==> src/rtl/instr_stream_src_if.sv <==
// Host/CPU-side signal bundle for instr_stream_src.
// master drives host and CPU controls; slave is the stream source itself.
interface instr_stream_src_if #(
    parameter int unsigned DEPTH = 16
);
    logic                   push;
    logic [15:0]            push_data;
    logic                   clear;
    logic                   run;
    logic                   fetch_en;
    logic [15:0]            instr_out;
    logic                   instr_valid;
    logic                   full;
    logic [$clog2(DEPTH):0] count;
    logic                   hlt_seen;
    logic [15:0]            issued;

    modport master (
        output push, push_data, clear, run, fetch_en,
        input  instr_out, instr_valid, full, count, hlt_seen, issued
    );

    modport slave (
        input  push, push_data, clear, run, fetch_en,
        output instr_out, instr_valid, full, count, hlt_seen, issued
    );
endinterface

==> src/rtl/instr_stream_src.sv <==
// Buffers host-written instruction words in a circular FIFO and issues them
// to a CPU one per fetch cycle, halting after an opcode-F word has gone out.
module instr_stream_src #(
    parameter int unsigned DEPTH     = 16,
    parameter logic [15:0] NOP_INSTR = 16'h0000
) (
    input logic               clk,
    input logic               rst_n,
    instr_stream_src_if.slave bus
);
    localparam int unsigned    AW      = $clog2(DEPTH);
    localparam logic [AW:0]    FullCnt = (AW + 1)'(DEPTH);

    typedef enum logic [1:0] {StIdle, StRun, StHalt} state_e;

    state_e         state_q, state_d;
    logic [15:0]    mem [DEPTH];
    logic [AW-1:0]  rd_ptr_q, rd_ptr_d;
    logic [AW-1:0]  wr_ptr_q, wr_ptr_d;
    logic [AW:0]    count_q, count_d;
    logic [15:0]    instr_q, instr_d;
    logic [15:0]    issued_q, issued_d;
    logic           valid_q, valid_d;
    logic           hlt_q, hlt_d;
    logic           do_push, do_pop;
    logic           full;
    logic [15:0]    head;

    assign full = (count_q == FullCnt);
    assign head = mem[rd_ptr_q];

    always_comb begin
        state_d  = state_q;
        rd_ptr_d = rd_ptr_q;
        wr_ptr_d = wr_ptr_q;
        count_d  = count_q;
        issued_d = issued_q;
        hlt_d    = hlt_q;
        instr_d  = NOP_INSTR;
        valid_d  = 1'b0;
        do_push  = 1'b0;
        do_pop   = 1'b0;

        if (bus.clear) begin
            state_d  = StIdle;
            rd_ptr_d = '0;
            wr_ptr_d = '0;
            count_d  = '0;
            issued_d = '0;
            hlt_d    = 1'b0;
        end else begin
            do_pop  = (state_q == StRun) && bus.run && bus.fetch_en && (count_q != '0);
            // Fullness is judged before any same-edge pop frees a slot.
            do_push = bus.push && !full;

            if (do_pop) begin
                rd_ptr_d = rd_ptr_q + AW'(1);
                instr_d  = head;
                valid_d  = 1'b1;
                issued_d = issued_q + 16'd1;
                if (head[15:12] == 4'hF) hlt_d = 1'b1;
            end
            if (do_push) wr_ptr_d = wr_ptr_q + AW'(1);

            if (do_push && !do_pop)      count_d = count_q + (AW + 1)'(1);
            else if (!do_push && do_pop) count_d = count_q - (AW + 1)'(1);

            case (state_q)
                StIdle: if (bus.run) state_d = StRun;
                StRun: begin
                    if (!bus.run)                             state_d = StIdle;
                    else if (do_pop && head[15:12] == 4'hF)   state_d = StHalt;
                end
                StHalt:  state_d = StHalt;
                default: state_d = StIdle;
            endcase
        end
    end

    always_ff @(posedge clk or negedge rst_n) begin
        if (!rst_n) begin
            state_q  <= StIdle;
            rd_ptr_q <= '0;
            wr_ptr_q <= '0;
            count_q  <= '0;
            issued_q <= '0;
            hlt_q    <= 1'b0;
            instr_q  <= NOP_INSTR;
            valid_q  <= 1'b0;
        end else begin
            state_q  <= state_d;
            rd_ptr_q <= rd_ptr_d;
            wr_ptr_q <= wr_ptr_d;
            count_q  <= count_d;
            issued_q <= issued_d;
            hlt_q    <= hlt_d;
            instr_q  <= instr_d;
            valid_q  <= valid_d;
        end
    end

    // Storage needs no reset: emptiness is carried entirely by the pointers and count.
    always_ff @(posedge clk) begin
        if (do_push) mem[wr_ptr_q] <= bus.push_data;
    end

    assign bus.instr_out   = instr_q;
    assign bus.instr_valid = valid_q;
    assign bus.full        = full;
    assign bus.count       = count_q;
    assign bus.hlt_seen    = hlt_q;
    assign bus.issued      = issued_q;
endmodule

==> src/flat_wrapper.sv <==
// flat-port wrapper written by rule: the top's interface ports become plain ports
module instr_stream_src_flat 
#(
    parameter int unsigned DEPTH     = 16,
    parameter logic [15:0] NOP_INSTR = 16'h0000
)
  (clk, rst_n, bus_push, bus_push_data, bus_clear, bus_run, bus_fetch_en, bus_instr_out, bus_instr_valid, bus_full, bus_count, bus_hlt_seen, bus_issued);
  instr_stream_src_if #(.DEPTH(DEPTH)) bus_i ();
  input logic clk;
  input logic rst_n;
  input wire logic [$bits(bus_i.push)-1:0] bus_push;
  input wire logic [$bits(bus_i.push_data)-1:0] bus_push_data;
  input wire logic [$bits(bus_i.clear)-1:0] bus_clear;
  input wire logic [$bits(bus_i.run)-1:0] bus_run;
  input wire logic [$bits(bus_i.fetch_en)-1:0] bus_fetch_en;
  output wire logic [$bits(bus_i.instr_out)-1:0] bus_instr_out;
  output wire logic [$bits(bus_i.instr_valid)-1:0] bus_instr_valid;
  output wire logic [$bits(bus_i.full)-1:0] bus_full;
  output wire logic [$bits(bus_i.count)-1:0] bus_count;
  output wire logic [$bits(bus_i.hlt_seen)-1:0] bus_hlt_seen;
  output wire logic [$bits(bus_i.issued)-1:0] bus_issued;
  assign bus_i.push = bus_push;
  assign bus_i.push_data = bus_push_data;
  assign bus_i.clear = bus_clear;
  assign bus_i.run = bus_run;
  assign bus_i.fetch_en = bus_fetch_en;
  assign bus_instr_out = bus_i.instr_out;
  assign bus_instr_valid = bus_i.instr_valid;
  assign bus_full = bus_i.full;
  assign bus_count = bus_i.count;
  assign bus_hlt_seen = bus_i.hlt_seen;
  assign bus_issued = bus_i.issued;
  instr_stream_src #(.DEPTH(DEPTH), .NOP_INSTR(NOP_INSTR)) u_core (.clk(clk), .rst_n(rst_n), .bus(bus_i));
endmodule
==> config.mk <==
export PLATFORM = sky130hd
export DESIGN_NAME = instr_stream_src_flat
export DESIGN_NICKNAME = d
export VERILOG_FILES = /design/src/rtl/instr_stream_src_if.sv /design/src/rtl/instr_stream_src.sv /design/src/flat_wrapper.sv
export SDC_FILE = /design/constraint.sdc
export NUM_CORES = 1
export LEC_CHECK = 0
export BUFFER_PORTS_ARGS = -buffer_cell sky130_fd_sc_hd__buf_2
export CELL_PAD_IN_SITES_DETAIL_PLACEMENT = 0
export CELL_PAD_IN_SITES_GLOBAL_PLACEMENT = 1
export CORE_ASPECT_RATIO = 0.8
export CORE_UTILIZATION = 50
export CTS_CLUSTER_DIAMETER = 80
export DETAILED_ROUTE_END_ITERATION = 16
export GPL_ROUTABILITY_DRIVEN = 0
export PLACE_DENSITY = 0.86
export SYNTH_ARGS = -nofsm -noshare
export SYNTH_HDL_FRONTEND = slang
export SYNTH_SLANG_ARGS = --single-unit
export TNS_END_PERCENT = 1
==> constraint.sdc <==
create_clock -name clk -period 5.9 [get_ports clk]
set_input_delay 1.18 -clock clk [delete_from_list [all_inputs] [get_ports clk]]
set_output_delay 1.18 -clock clk [all_outputs]
set_load 0.1 [all_outputs]
# Word level (Yosys, flattened, before mapping)
# Memory sizes are Yosys's and may differ from the RTL's.
# Index checks and enable logic that the tools add are counted.
# W data, S select, Z words.
[totals]
register_bits = 49
ram_bits = 256
in_bits = 22
memories = 1
word_cells = 62
output_inout_bits = 40
[op_classes]
addsub = 5
n_reduce_logical = 18
muxes = 24
n_eq_ne = 6
[mem_list]
columns = ["name", "words", "word_bits", "rd", "rd_clocked_by_memory_dff", "wr", "line", "rtl"]
rows = [
  ["u_core.mem", 16, 16, 1, 0, 1, "instr_stream_src.sv:17", "logic [15:0] mem [DEPTH];"],
]
[op_table]
columns = ["operator", "count"]
rows = [
  ["$mux W16", 4],
  ["$add A16 B1 Y16 const B", 1],
  ["$mux W4", 4],
  ["$mux W5", 3],
  ["$add A4 B1 Y4 const B", 2],
  ["$mux W1", 8],
  ["$mux W2", 4],
  ["$logic_and A1 B1 Y1", 7],
  ["$pmux W2 S3", 1],
  ["$reduce_bool A2 Y1", 3],
  ["$add A5 B1 Y5 const B", 1],
  ["$eq A5 B5 Y1 const B", 1],
  ["$reduce_bool A5 Y1", 1],
  ["$sub A5 B1 Y5 const B", 1],
  ["$eq A4 B4 Y1 const B", 1],
  ["$ne A4 B4 Y1 const B", 1],
  ["$reduce_and A2 Y1", 2],
  ["$logic_not A1 Y1", 3],
  ["$ne A3 B3 Y1 const B", 1],
  ["$reduce_bool A3 Y1", 1],
  ["$eq A2 B1 Y1 const B", 1],
  ["$eq A2 B2 Y1 const B", 1],
  ["$logic_not A2 Y1", 1],
]

# Depth between registers and ports, before layout
[logic_depth]
word_depth = 9
depth_mapped = 10

# Least setup slack after synthesis
# Ideal clock, no wire load.
[synth_timing]
kind = "flip-flop to flip-flop"
start = "reg u_core.count_q[1] (netlist: u_core.bus.count[1])"
end = "mem u_core.mem[0][0], enable pin"
setup_slack_ns = 2.374
setup_time_ns = 0.409
stages_incl_launch_ff = 6
n_path_buf = 0
arrival_time_ns = 3.117
required_ns = 5.491
path_cell_list = "dfrtp_1 nor4_1 a21boi_2 nor2b_1 nand2_1 nor3_1"
[synth_between]
elab_chain_cells = 6
[synth_rtl]
columns = ["item", "line", "rtl"]
rows = [
  ["start, declared", "instr_stream_src.sv:20", "logic [AW:0] count_q, count_d;"],
  ["start signal, assigned", "instr_stream_src.sv:94", "count_q <= count_d;"],
  ["$eq A5 B5 Y1", "instr_stream_src.sv:29", "assign full = (count_q == FullCnt);"],
  ["$logic_not A1 Y1", "instr_stream_src.sv:54", "do_push = bus.push && !full;"],
  ["$logic_and A1 B1 Y1", "instr_stream_src.sv:54", ""],
  ["$mux W1", "instr_stream_src.sv:44", "if (bus.clear) begin"],
  ["$mux W1", "instr_stream_src.sv:104", "if (do_push) mem[wr_ptr_q] <= bus.push_data;"],
  ["$mux W1 (implied by the code)", "instr_stream_src.sv:104", ""],
  ["end, declared", "instr_stream_src.sv:17", ""],
]
# Every way passes these cells.

# Final worst setup path
[layout_timing]
start = "reg u_core.count_q[0] (netlist: u_core.bus.count[0])"
end = "out bus_full"
[layout_between]
elab_chain_cells = 1
[layout_rtl]
columns = ["item", "line", "rtl"]
rows = [
  ["$eq A5 B5 Y1", "instr_stream_src.sv:29", ""],
  ["end, declared", "flat_wrapper.sv:18", "output wire logic [$bits(bus_i.full)-1:0] bus_full;"],
]
# Every way passes these cells.

==> reports/metrics.yaml <==
antenna_left: 0
yosysTopAreaCellShare_pct: 63.3
arrival_ns: 2.05
yosysSeqAreaShare_pct: 73.3
finalSetupTns_ns: 0
cts_buffer_depth: 3
ys_async_sr_fraction_pct: 16.1
wl_per_cell_microns: 24.3
cts_root_buf: "clkbuf_16"
worst-path-buf-inv: 1
synth-compound-area-share_pct: 3.34
final_nets: 757
muxShareOfSynthArea_pct: 13.0
die_h_microns: 141
grt_setup_unrepaired: "false"
min_period_ns: 3.23
antenna_cells: 0
yosys.area.top_type: "edfxtp_1"
area_growth_pct: 12.6
placed_area_sq_mm: 0.0127
syn_area_sq_mm: 0.0122
worstHoldStart: "u_core.state_q[1]"
dieArea_sq_mm: 0.0249
power.density_mw_per_mm2: 326
finish.utilization_pct: 57.9
synth_xor_area_share_pct: 1.58
skew_ns: 0.0101
synth_edf_count: 256
setup_viol: 0
total_power_w: 0.00446
startpoint_type: "register"
cp_top_family: "simple AND/OR/NAND/NOR gates"
core.rowCount: 50
layout.cells.non_filler: 1058
cts_resized: 0
cts_num_sinks: 305
cts_tree: "done"
grt_pass1_wl_microns: 39000
synth_seq_cells: 305
num_vias: 6261
fmax_mhz: 309
slowest_stage: "dfrtp_1"
cp-end-kind: "output pin"
status: "complete, no violations"
ir_worst_vdd_uv: 267
syn_inst: 652
synth_top_family_by_area: "multiplexers"
fin_area_sq_mm: 0.0137
synth_commonest_cells: "edfxtp_1, mux4_2, dfrtp_1"
r2r_start: "u_core.rd_ptr_q[0]"
clk_pin_slew_ns: 0.06
vias_per_cell: 5.92
core_area_sq_mm: 0.0236
min_period_over_period_pct: 54.8
die_x_microns: 176
synthFlopType: "edfxtp_1"
htreeDepth: 1
dr.pass1.iters: 5
synth_most_common_cell: "edfxtp_1"
crit_fanout: 7
pin_count: 62
hpwl_microns: 16400
antenna_found_initial: 0
final-hold-violation-count: 0
syn_nets: 685
p_leak_nw: 4.61
synthDistinctLibCells: 51
grt_max_degree: 66
start_util_pct: 51.4
grt_pass1_vias: 6451
cts_setup_buffers: 0
synthSimpleGateAreaFrac_pct: 5.45
synth_area_leaders: "edfxtp_1, mux4_2, dfrtp_1"
holdBufCountCts: 0
clk_latency_ns: 0.54
drc: 0
maxCapViolations: 0
track_usage_pct: 21.3
dp.cells: 1002
grt_overflow: 0
cts_buffers: 29
portBuffers: 61
max-slew-margin-rel_pct: 10.0
slowest_delay_ns: 0.47
syn_area_per_cell_sq_um: 18.6
dr.first_iter.drc_count: 646
worst_pin_slew_ns: 1.34
worstSetupPathType: "register to output pin"
hold_class: "register to register"
worstPathCellList: "nor4_1 > and2_1 > buf_2"
crit_start: "u_core.bus.count[0]"
synthAdderAreaFrac_pct: 1.19
ys_warn_count: 0
final_max_slew_viol_count: 0
required_ns: 4.72
drive_gt1_share_pct: 26.5
drt_wl_total_microns: 25700
[where the power goes]
part           switching (W)  internal (W)
Clock               0.000763      0.000968
Sequential         0.0000314       0.00237
Combinational       0.000230     0.0000979
Total                0.00102       0.00344
[layout make-up]
type	count	area, sq um
Clock inverter	19	129
Fill cell	1741	9970
Sequential cell	305	8920
Tap cell	312	390
Timing Repair Buffer	77	433
Inverter	8	30.0
Clock buffer	34	764
Multi-Input combinational cell	303	3010
[placed cells by master, fill, tap and decap left out, drive strengths merged, types with 2 or more instances in the layout]
| cell | count |
|---|---|
| nand2b | 5 |
| edfxtp | 256 |
| nand4 | 5 |
| ha | 10 |
| nor4 | 4 |
| nor2 | 43 |
| o2111ai | 2 |
| clkbuf | 34 |
| xor2 | 8 |
| a22oi | 3 |
| nor2b | 17 |
| and2 | 3 |
| dfrtp | 49 |
| clkinvlp | 5 |
| a21boi | 2 |
| a21oi | 11 |
| a211oi | 25 |
| or3 | 2 |
| buf | 77 |
| xnor2 | 13 |
| mux2i | 24 |
| clkinv | 13 |
| mux4 | 59 |
| nand2 | 24 |
| nand3 | 9 |
| inv | 8 |
| and3 | 4 |
| o21ai | 5 |
| a21o | 2 |
| nor3 | 10 |
[stage by stage]
stage          hold slack, ns  worst slack, ns
3_5_place_dp            0.501             2.00
6_report                0.521             2.67
5_1_grt                 0.523             2.49
3_3_place_gp            0.491             2.12
2_1_floorplan           0.476             2.37
4_1_cts                 0.511             2.55
[state kept, by name, indices dropped and copies added (netlist names)]
register and cells:
u_core.bus.issued 16, u_core.mem 256, u_core.rd_ptr_q 4, u_core.bus.hlt_seen 1, u_core.bus.instr_out 16, u_core.bus.count 5, u_core.wr_ptr_q 4, u_core.state_q 2
u_core.bus.instr_valid 1
[layer usage]
layer / wire, microns / share of wire (%) / vias up / global-route usage (%)
li1: - / - / 2720 / -
met1: 11300 / 44 / 3221 / 32.5
met2: 11400 / 45 / 274 / 30.8
met3: 2380 / 9.3 / 46 / 5.49
met4: 554 / 2.2 / 0 / 4.90
met5: 0 / 0 / - / 0
[logic make-up after synthesis]
group / count (synthesis)
AOI/OAI and AO/OA: 56
xor gates and xnor gates: 21
adders and majority gates: 11
buffers and inverters: 44
DFF: 305
muxes: 84
and+or+nand+nor: 131
[worst register-to-register path, cell delays in order, from the launching register on]
cell and delay, ns:
dfrtp_4 0.84, buf_4 0.72, mux4_2 0.62, a22oi_1 0.26, and3_1 0.22, a2111o_1 0.18, nor4bb_4 0.21
[final timing paths]
path | end | slack, ns | cells past startpoint
setup / recovery | bus_full | 2.67 | 3
hold / removal | u_core.state_q[0] | 0.52 | 1
setup reg to reg | u_core.state_q[0] | 2.76 | 6
hold reg to reg | u_core.state_q[0] | 0.52 | 1
max in group asynchronous | u_core.rd_ptr_q[0] | 4.65 | 2
min in group asynchronous | u_core.bus.issued[4] | 0.74 | 2
No activity file was read; power rests on OpenSTA's default activity.
